[src/rtl/alert_dispatch_arbiter.sv]
// Shares one notification transmitter among NUM_SRC alert sources: edge capture,
// round-robin grant, valid/ready request, completion wait with retry/drop, cooldown.
//
// state | meaning
// IDLE  | no dispatch in flight; grants the next pending source
// REQ   | notify_valid high for cur_src, waiting for notify_ready
// WAIT  | request accepted, waiting for tx_done or timeout
// HOLD  | cooldown after a sent/dropped outcome
module alert_dispatch_arbiter #(
  parameter int NUM_SRC   = 4,
  parameter int SRC_W     = $clog2(NUM_SRC),
  parameter int MAX_RETRY = 3,
  parameter int TIMEOUT   = 16,
  parameter int COOLDOWN  = 8
) (
  input  logic               clk,
  input  logic               rst_n,
  input  logic [NUM_SRC-1:0] alert_in,
  output logic               notify_valid,
  output logic [SRC_W-1:0]   notify_src,
  input  logic               notify_ready,
  input  logic               tx_done,
  input  logic               tx_err,
  output logic               sent,
  output logic               dropped,
  output logic [SRC_W-1:0]   done_src,
  output logic [NUM_SRC-1:0] pending,
  output logic               busy
);

  typedef enum logic [1:0] {IDLE, REQ, WAIT, HOLD} state_t;

  localparam logic [7:0]       TO_LAST   = 8'(TIMEOUT - 1);
  localparam logic [7:0]       CD_LAST   = 8'((COOLDOWN > 0) ? (COOLDOWN - 1) : 0);
  localparam logic [2:0]       RETRY_MAX = 3'(MAX_RETRY);
  localparam logic [SRC_W-1:0] SRC_LAST  = SRC_W'(NUM_SRC - 1);
  // With no cooldown a terminal outcome returns straight to IDLE.
  localparam state_t           POST_TERM = (COOLDOWN == 0) ? IDLE : HOLD;

  state_t             state;
  logic [NUM_SRC-1:0] alert_q;
  logic [NUM_SRC-1:0] rise;
  logic [NUM_SRC-1:0] grant_clr;
  logic [SRC_W-1:0]   rr_ptr;
  logic [SRC_W-1:0]   cur_src;
  logic [SRC_W-1:0]   grant_idx;
  logic               grant_now;
  logic [7:0]         tout_cnt;
  logic [7:0]         cd_cnt;
  logic [2:0]         attempt;
  logic               timeout_hit;

  assign rise        = alert_in & ~alert_q;
  assign grant_now   = (state == IDLE) && (|pending);
  assign timeout_hit = (tout_cnt == TO_LAST);
  assign notify_src  = cur_src;
  assign busy        = (state != IDLE);

  // Scan downward so the last hit written is the first pending index at/after rr_ptr.
  always_comb begin
    grant_idx = '0;
    for (int k = NUM_SRC - 1; k >= 0; k--) begin
      if (pending[SRC_W'((int'(rr_ptr) + k) % NUM_SRC)]) begin
        grant_idx = SRC_W'((int'(rr_ptr) + k) % NUM_SRC);
      end
    end
  end

  always_comb begin
    grant_clr = '0;
    if (grant_now) begin
      grant_clr[grant_idx] = 1'b1;
    end
  end

  // Rise is ORed after the grant clear so a same-cycle new event survives.
  always_ff @(posedge clk) begin
    if (!rst_n) begin
      alert_q <= '0;
      pending <= '0;
      rr_ptr  <= '0;
    end else begin
      alert_q <= alert_in;
      pending <= (pending & ~grant_clr) | rise;
      if (grant_now) begin
        rr_ptr <= (grant_idx == SRC_LAST) ? '0 : grant_idx + 1'b1;
      end
    end
  end

  always_ff @(posedge clk) begin
    if (!rst_n) begin
      state        <= IDLE;
      cur_src      <= '0;
      attempt      <= '0;
      tout_cnt     <= '0;
      cd_cnt       <= '0;
      notify_valid <= 1'b0;
      sent         <= 1'b0;
      dropped      <= 1'b0;
      done_src     <= '0;
    end else begin
      sent    <= 1'b0;
      dropped <= 1'b0;
      case (state)
        IDLE: begin
          if (grant_now) begin
            cur_src      <= grant_idx;
            attempt      <= '0;
            notify_valid <= 1'b1;
            state        <= REQ;
          end
        end
        REQ: begin
          if (notify_ready) begin
            tout_cnt     <= '0;
            notify_valid <= 1'b0;
            state        <= WAIT;
          end
        end
        WAIT: begin
          // tx_done is checked first so it overrides a coincident timeout.
          if (tx_done && !tx_err) begin
            sent     <= 1'b1;
            done_src <= cur_src;
            cd_cnt   <= '0;
            state    <= POST_TERM;
          end else if (tx_done || timeout_hit) begin
            if (attempt < RETRY_MAX) begin
              attempt      <= attempt + 3'd1;
              notify_valid <= 1'b1;
              state        <= REQ;
            end else begin
              dropped  <= 1'b1;
              done_src <= cur_src;
              cd_cnt   <= '0;
              state    <= POST_TERM;
            end
          end else begin
            tout_cnt <= tout_cnt + 8'd1;
          end
        end
        HOLD: begin
          if (cd_cnt == CD_LAST) begin
            state <= IDLE;
          end else begin
            cd_cnt <= cd_cnt + 8'd1;
          end
        end
        default: state <= IDLE;
      endcase
    end
  end

endmodule

[config.mk]
export PLATFORM = sky130hd
export DESIGN_NAME = alert_dispatch_arbiter
export DESIGN_NICKNAME = d
export VERILOG_FILES = /design/src/rtl/alert_dispatch_arbiter.sv
export SDC_FILE = /design/constraint.sdc
export NUM_CORES = 1
export LEC_CHECK = 0
export ABC_AREA = 1
export BUFFER_PORTS_ARGS = -buffer_cell sky130_fd_sc_hd__buf_2
export CAP_MARGIN = 20
export CORE_MARGIN = 1
export CORE_UTILIZATION = 39
export CTS_BUF_LIST = sky130_fd_sc_hd__clkbuf_16
export DETAILED_ROUTE_END_ITERATION = 10
export GPL_TIMING_DRIVEN = 1
export SYNTH_ARGS = -nofsm -noshare
export SYNTH_HDL_FRONTEND = slang
export SYNTH_SLANG_ARGS = --single-unit
export TNS_END_PERCENT = 10
[constraint.sdc]
create_clock -name clk -period 4.75 [get_ports clk]
set_clock_uncertainty 0.1 [all_clocks]
set_input_delay 0.2375 -clock clk [delete_from_list [all_inputs] [get_ports clk]]
set_output_delay 0.2375 -clock clk [all_outputs]
set_load 0.01 [all_outputs]
==> flow_metrics.tcl, run 1 <==
set metrics [dict create \
    via_per_inst 4.75 \
    vias 1823 \
    utilization_pct 48.1 \
    status "completed" \
    cts_buffers 5 \
    maxCapViolations 0 \
    ir_drop_v 0.000204 \
    fp.dieW_um 74.2 \
    die-area_um2 5500 \
    syn_area_um2 2030 \
    die_y_um 74.2 \
    setup_ws_ns 2.77 \
    layout.nets 332 \
    critPathLaunch "rr_ptr[0]$_SDFFE_PN0P_" \
    clkTransAtPathRegs_ns 0.06 \
    crit_path_end_kind "flip-flop" \
    synthTopCellsByArea "dfxtp_1 (37%), nand2_1 (14%), nand3_1 (7.1%)" \
    clock-sinks 38 \
    leakage_nw 1.07 \
    area_growth_syn_to_layout_pct 15.5 \
    dpl_worst_slack_ns 2.81 \
    drt-initial-drc-count 34 \
    detail-route-antenna-nets 0 \
    finalSetupTns_ns 0 \
    antenna_found_initial 0 \
    fin_crit_sh_pct 41.7 \
    fin_crit_ns 1.98 \
    track_usage_pct 17.4 \
    place_hpwl_um 3090 \
    grt_overflow 0 \
    cp.arrival_ns 2.05 \
    async_flop_share_pct 0 \
    yosysMostFrequentCell "nand2_1" \
    synth_nets 311 \
    synth_flop_cell "dfxtp_1" \
    ys_ff_latch 38 \
    grt_pass1_vias 1691 \
    cts-root-buf "clkbuf_16" \
    postCtsSetupRepairBufs 0 \
    critPathMaxFanout 12 \
    synth-edff-count 0 \
    firstDrtPassIters 4 \
    syn_area_per_cell_um2 6.89 \
    synth_commonest_cells "nand2_1 (77), dfxtp_1 (38), inv_1 (35)" \
    hold_viol_final 0 \
    io_pins 21 \
    start_util_pct 41.6 \
    cts_resized 0 \
    io_buffers 20 \
    synth_area_leader_cell "dfxtp_1" \
    clock_latency_ns 0.28 \
    power_density_nw_per_um2 530 \
    synth.top_cell.area_share_pct 37.4 \
    yosysUniqueCellTypes 34 \
    htreeDepth 2 \
    grt_pass1_wl_um 7250 \
    required_ns 4.82 \
    worst_slew_pin_slew_ns 0.511 \
    critical_path_class "flip-flop to flip-flop" \
    core-area_um2 4880 \
    startpoint_type "flip-flop" \
    wl_um 4150 \
    slew_viol_final 0 \
    relSlewSlack_pct 65.7 \
    drive_above_1_share_pct 13.2 \
    n_antenna_cell 0 \
    syn_inst 295 \
    gp_congestion 0.795 \
    grt_max_degree 19 \
    wl_per_cell_um 10.8 \
    hp-class "input port to flip-flop" \
    whs_ns 0.0493 \
    clockBufferDepth 2 \
    postCtsHoldBufs 0 \
    ys_seq_area_share_pct 37.4 \
    rsz0062_at_grt "no" \
    fp-row-count 25 \
    cts_tree "yes" \
    fmax_ghz 0.505 \
    ys_warn_count 0 \
    worstReg2RegStart "rr_ptr[0]$_SDFFE_PN0P_" \
    hold_start "alert_in[0]" \
    drc 0 \
    setup_viol 0 \
]
layout by cell type (no fill, tap or decap), drive strengths merged, types with 5 or more instances in the layout:
master  netlist  final
nand2        80     80
dfxtp        38     38
inv          38     38
nand3        30     30
nor2         29     29
a21oi        24     24
buf           4     20
o21ai        17     17
nand4         9      9
ha            7      7
xor2          5      5
clkbuf        2      5
final timing paths:
check | cells past startpoint | slack [ns] | endpoint
worst min-delay path | 3 | 0.05 | alert_q[0]$_SDFF_PN0_
worst max register to register | 9 | 2.77 | rr_ptr[1]$_SDFFE_PN0P_
worst min register to register | 1 | 0.32 | pending[0]$_SDFF_PN0_
worst max-delay path | 9 | 2.77 | rr_ptr[1]$_SDFFE_PN0P_
per-stage QoR:
stage               cell area (um2)  cells  power [W]
floorplan                      2030    295   0.000779
global placement               2180    376   0.000876
detailed placement             2180    376   0.000876
CTS                            2350    384    0.00126
global route                   2350    384    0.00135
finish                         2350    384    0.00124
power by group:
part / total, W / internal [W] / switching (W)
clock: 0.000373 / 0.000245 / 0.000128
combinational: 0.000448 / 0.000153 / 0.000295
sequential: 0.000423 / 0.000367 / 0.0000560
total: 0.00124 / 0.000766 / 0.000479
cells by family (layout without fill, tap and decap cells):
family	count (synthesis)	after routing	synth area share [%]
buffers and inverters	45	67	9.24
AO/OA/AOI/OAI	43	43	11.6
AND/OR/NAND/NOR	157	157	35.3
XOR/XNOR	5	5	2.16
flip-flops	38	38	37.4
adder cells (fa/ha/maj)	7	7	4.31
worst max-delay path, cell delays in order (launching register included):
cell	delay [ns]
dfxtp_1	0.52
inv_1	0.15
nand3_1	0.10
and2_1	0.16
nand3_1	0.11
nand3_1	0.08
nand2_1	0.12
ha_1	0.31
o21ai_0	0.16
a21oi_1	0.05
area by class of cell:
type,count,area (um2)
Tap cell,67,83.8
Sequential cell,38,761
Timing Repair Buffer,20,100
Inverter,39,154
Clock buffer,5,125
Clock inverter,3,40.0
Fill cell,522,2530
Multi-Input combinational cell,212,1080
flip-flops by register name (all words and copies together), names as in the netlist:
register      cells
cd_cnt            8
tout_cnt          8
alert_q           4
pending           4
attempt           3
done_src          2
notify_src        2
rr_ptr            2
state             2
dropped           1
notify_valid      1
sent              1
per-layer routing:
layer | vias up | wire length, um | global-route usage, %
met5 | - | 0 | 0
met2 | 18 | 1760 | 27.2
met3 | 7 | 128 | 4.34
met1 | 804 | 2190 | 22.7
met4 | 0 | 74 | 7.69
li1 | 994 | - | -
Note: power is estimated with default switching activity, not from simulation.
==> inputs of run 2 (changes only) <==
- ABC_AREA: 1 -> 0
- clock period: 4.75 -> 1.95 ns (I/O delays scaled with it)
==> flow_metrics.tcl, run 2 <==
set metrics [dict create \
    status "completed" \
    holdPathStages 2 \
    clock_latency_ns 0.28 \
    crit_buf_inv 0 \
    relSlewSlack_pct 74.5 \
    ir_drop_v 0.000535 \
    final_common_cell "dfxtp_1" \
    cts_tree "yes" \
    syn_area_um2 1820 \
    place_inst 310 \
    ff2ff_setup_slack_ns 0.06 \
    clock-sinks 38 \
    syn_inst 216 \
    vias 1683 \
    slew_viol_final 0 \
    fin_crit_ns 1.89 \
    crit_path_end_kind "flip-flop" \
    die_y_um 70.3 \
    nFillCells 402 \
    synth.top_cell.area_share_pct 41.8 \
    regArea_um2 761 \
    cpMaxStageDelayCell "or4_1" \
    dpl_worst_slack_ns -0.0944 \
    layout.nets 288 \
    synth_area_leader_cell "dfxtp_1" \
    clkTransAtPathRegs_ns 0.06 \
    start_util_pct 41.2 \
    yosysMostFrequentCell "dfxtp_1" \
    cts-root-buf "clkbuf_16" \
    critical_path_class "flip-flop to flip-flop" \
    cp_top_family "simple AND/OR/NAND/NOR gates" \
    n_antenna_cell 0 \
    leakage_nw 1.05 \
    grt_max_degree 19 \
    hold_start "tx_done" \
    ys_seq_area_share_pct 41.8 \
    place_hpwl_um 2840 \
    syn_area_per_cell_um2 8.42 \
    maxCapViolations 0 \
    fp-row-count 24 \
    core-area_um2 4410 \
    worstHoldEndpoint "sent$_SDFF_PN0_" \
    cp.arrival_ns 2.01 \
    grt_pass1_wl_um 6910 \
    setup_ws_ns 0.0586 \
    utilization_pct 55.6 \
    hp-class "input port to flip-flop" \
    r2r_cells 5 \
    required_ns 2.07 \
    synth_commonest_cells "dfxtp_1 (38), nor2_1 (23), a21oi_1 (20)" \
    ys_warn_count 0 \
    rsz0062_at_grt "yes" \
    detail-route-antenna-nets 0 \
    max_stage_delay_ns 0.53 \
    layout_common_cells "dfxtp_1 (38), buf_4 (29), nor2_1 (23)" \
    fmax_ghz 0.529 \
    top_regs "cd_cnt x8, tout_cnt x8" \
    power_density_nw_per_um2 1070 \
    power.total_w 0.00262 \
    firstDrtPassIters 4 \
    final_cell_count_no_fill 325 \
    fp.dieW_um 70.3 \
    drt-initial-drc-count 84 \
    track_usage_pct 17.5 \
    via_per_inst 5.18 \
    wl_um 3990 \
    antenna_found_initial 0 \
    hold_viol_final 0 \
    worst_slew_pin_slew_ns 0.382 \
    finalSetupTns_ns 0 \
    drc 0 \
    htreeDepth 2 \
    io_pins 21 \
    ys_ff_latch 38 \
    crit_chain "nor4_4, nor3b_4, o31ai_4, or4_1, a21oi_2" \
    r2r-end "cd_cnt[7]$_SDFFE_PN0P_" \
    setup_viol 0 \
    synthTopCellsByArea "dfxtp_1 (42%), a21oi_1 (5.5%), ha_1 (4.8%)" \
    clockBufferDepth 2 \
    grt_overflow 0 \
    wl_per_cell_um 12.3 \
    worstReg2RegStart "tout_cnt[7]$_SDFFE_PN0P_" \
    synth_flop_cell "dfxtp_1" \
    gp_congestion 0.840 \
    area_growth_syn_to_layout_pct 34.9 \
    cts_buffers 5 \
    startpoint_type "flip-flop" \
    synth-edff-count 0 \
    multi_input_area_um2 1050 \
    die-area_um2 4940 \
    yosysUniqueCellTypes 41 \
    synth_nets 232 \
    drive_above_1_share_pct 25.6 \
    io_buffers 20 \
    fin_crit_sh_pct 97.0 \
    grt_pass1_vias 1602 \
    async_flop_share_pct 0 \
    critPathMaxFanout 6 \
]
-- run 2: changes by cell type in the layout (fill, tap and decap cells not counted), sizes merged, moves of 5 or more --
cell / delta
nor2: -6
nand2b: +7
o2111ai: +5
nand3: -23
dlygate4sd3: +5
nand4: -7
buf: +29
inv: -26
nand2: -62
-- run 2: routing by layer --
layer | vias to the layer above | GRT usage [%] | wire [um]
met5 | - | 0 | 0
met4 | 0 | 6.44 | 54
met3 | 7 | 5.92 | 160
met2 | 26 | 28.7 | 1850
met1 | 770 | 21.1 | 1920
li1 | 880 | - | -
-- run 2: cell families after synthesis --
| kind of cell | after synthesis | share of synthesized area, % |
|---|---|---|
| AOI/OAI and AO/OA | 57 | 19.7 |
| xor gates and xnor gates | 9 | 4.33 |
| adders and majority gates | 7 | 4.81 |
| buffers and inverters | 17 | 3.71 |
| DFF | 38 | 41.8 |
| muxes | 2 | 1.10 |
| and+or+nand+nor | 86 | 24.6 |
-- run 2: layout make-up --
cell class                      instances  area share (%)
Clock buffer                            5            5.10
Clock inverter                          3            1.63
Inverter                               12            1.84
Multi-Input combinational cell        161            42.8
Sequential cell                        38            31.0
Tap cell                               52            2.65
Timing Repair Buffer                   54            15.0
-- run 2: worst max path at each step --
stage                        startpoint                       end  slack (ns)  cells past startpoint
5_1_grt        tout_cnt[7]$_SDFFE_PN0P_    cd_cnt[6]$_SDFFE_PN0P_       -0.02                      6
3_5_place_dp    attempt[1]$_SDFFE_PN0P_    cd_cnt[1]$_SDFFE_PN0P_       -0.09                      6
3_3_place_gp    attempt[1]$_SDFFE_PN0P_    cd_cnt[1]$_SDFFE_PN0P_       -0.06                      6
6_report       tout_cnt[7]$_SDFFE_PN0P_    cd_cnt[7]$_SDFFE_PN0P_        0.06                      5
4_1_cts          cd_cnt[0]$_SDFFE_PN0P_    cd_cnt[7]$_SDFFE_PN0P_       0.004                      6
2_1_floorplan  tout_cnt[0]$_SDFFE_PN0P_  tout_cnt[3]$_SDFFE_PN0P_        0.12                      6
-- run 2: repair_timing --
item | in CTS | in global routing
pin swaps | 0 | 3
setup buffers | 0 | 2
cloned | 0 | 0
resized for setup | 1 | 12
hold endpoints to repair | 7 | 0
hold buffers | 5 | 0
setup endpoints to repair | 5 | 8
-- run 2: stage by stage --
stage	cell area, um2	hold slack (ns)
floorplan	1820	0.0736
global placement	2160	0.214
detailed placement	2160	0.214
CTS	2380	0.0527
global route	2450	0.0577
finish	2450	0.0553
-- run 2: power breakdown --
part | leakage, nW | internal (W) | switching (W)
registers | 0.310 | 0.000868 | 0.0000882
clock network | 0.0836 | 0.000597 | 0.000298
logic | 0.656 | 0.000352 | 0.000415
==> inputs of run 3 (changes only) <==
- PLACE_DENSITY: default -> 0.66
==> flow_metrics.tcl, run 3 (same netlist as run 2, synthesis figures left out) <==
set metrics [dict create \
    fp.dieW_um 70.3 \
    r2r-end "cd_cnt[6]$_SDFFE_PN0P_" \
    detail-route-antenna-nets 0 \
    critical_path_class "flip-flop to flip-flop" \
    layout.nets 283 \
    ir_drop_v 0.000517 \
    fp-row-count 24 \
    power_density_nw_per_um2 1130 \
    nFillCells 414 \
    cts-root-buf "clkbuf_16" \
    drt-initial-drc-count 79 \
    clockBufferDepth 2 \
    drive_above_1_share_pct 24.6 \
    fin_area_um2 2450 \
    clock_latency_ns 0.28 \
    top_regs "cd_cnt x8, tout_cnt x8" \
    layout_common_cells "dfxtp_1 (37), buf_4 (24), nor2_1 (23)" \
    die-area_um2 4940 \
    worstReg2RegStart "cd_cnt[0]$_SDFFE_PN0P_" \
    ff2ff_setup_slack_ns 0.03 \
    final_cell_count_no_fill 320 \
    area_growth_syn_to_layout_pct 34.5 \
    core-area_um2 4410 \
    whs_ns 0.0713 \
    cp.arrival_ns 2.03 \
    crit_path_end_kind "flip-flop" \
    fin_crit_ns 1.92 \
    regArea_um2 762 \
    max_stage_delay_ns 0.35 \
    drc 0 \
    grt_overflow 0 \
    leakage_nw 1.04 \
    maxCapViolations 0 \
    vias 1663 \
    post_dp_cell_area_um2 2130 \
    final_common_cell "dfxtp_1" \
    critPathLaunch "cd_cnt[0]$_SDFFE_PN0P_" \
    grt_pass1_vias 1577 \
    crit_chain "ha_2, nor4bb_2, a31oi_2, o31ai_4, buf_4, or3_1, a21oi_1" \
    multi_input_area_um2 1050 \
    slew_viol_final 0 \
    clkTransAtPathRegs_ns 0.06 \
    n_antenna_cell 0 \
    gp_congestion 0.824 \
    startpoint_type "flip-flop" \
    r2r_cells 7 \
    htreeDepth 2 \
    worstHoldEndpoint "sent$_SDFF_PN0_" \
    cts_tree "yes" \
    grt_max_degree 19 \
    place_hpwl_um 2730 \
    antenna_found_initial 0 \
    fin_crit_sh_pct 98.5 \
    relSlewSlack_pct 70.4 \
    wl_um 3940 \
    hold_viol_final 0 \
    cpMaxStageDelayCell "or3_1" \
    die_y_um 70.3 \
    required_ns 2.06 \
    fmax_ghz 0.521 \
    start_util_pct 41.2 \
    setup_viol 0 \
    grt_pass1_wl_um 6690 \
    hold_start "tx_done" \
    wl_per_cell_um 12.3 \
    finalSetupTns_ns 0 \
    via_per_inst 5.20 \
    worst_slew_pin_slew_ns 0.440 \
    holdPathStages 2 \
    status "completed" \
    clock-sinks 38 \
    place_inst 306 \
    track_usage_pct 17.2 \
    rsz0062_at_grt "yes" \
    hp-class "input port to flip-flop" \
    io_buffers 20 \
    cts_buffers 5 \
    critPathMaxFanout 6 \
    io_pins 21 \
    firstDrtPassIters 4 \
]
[run 3: worst max-delay path, delay by kind of cell, from the launching register on]
family | cells | cell delay (ns)
buffers and inverters | 1 | 0.15
AO/OA/AOI/OAI | 3 | 0.56
adder cells (fa/ha/maj) | 1 | 0.19
AND/OR/NAND/NOR | 2 | 0.53
flip-flops | 1 | 0.32
[run 3: worst max-delay path by stage]
stage | slack [ns] | endpoint | cells past startpoint
after detailed placement | -0.07 | cd_cnt[1]$_SDFFE_PN0P_ | 6
after global routing | -0.04 | cd_cnt[5]$_SDFFE_PN0P_ | 7
after global placement | -0.03 | cd_cnt[1]$_SDFFE_PN0P_ | 6
final | 0.03 | cd_cnt[6]$_SDFFE_PN0P_ | 7
after CTS | 0.03 | cd_cnt[1]$_SDFFE_PN0P_ | 7
after floorplan | 0.12 | tout_cnt[3]$_SDFFE_PN0P_ | 6
[run 3: cell type report]
class,count,share of cell area [%]
multi-input combinational,161,42.9
sequential,38,31.2
timing repair buffer,49,13.5
clock buffer,5,5.12
clock inverter,3,2.81
tap,52,2.66
inverter,12,1.84
[run 3: stage by stage]
step	setup slack, ns	util (%)	total power (W)
finish	0.0294	55.4	0.00276
global route	-0.0373	55.4	0.00292
CTS	0.0290	54.0	0.00275
detailed placement	-0.0668	48.4	0.00168
global placement	-0.0278	48.4	0.00167
floorplan	0.116	-	0.00141
[run 3: metal layers]
metal / up-vias / routed length (um) / global-route usage, %
met5: - / 0 / 0
met4: 0 / 63 / 6.67
met3: 5 / 144 / 6.06
met2: 29 / 1800 / 27.4
met1: 763 / 1920 / 21.0
li1: 866 / - / -
[run 3: repair_timing]
item,4_1_cts,5_1_grt
pin swaps,1,2
setup endpoints to repair,5,5
endpoints found under the hold margin,7,0
hold buffers,5,0
gates resized for setup,1,12
setup buffers,0,1
[run 3: power breakdown]
group          internal [W]  switching, W
registers          0.000869     0.0000873
clock network      0.000734      0.000318
logic              0.000345      0.000409
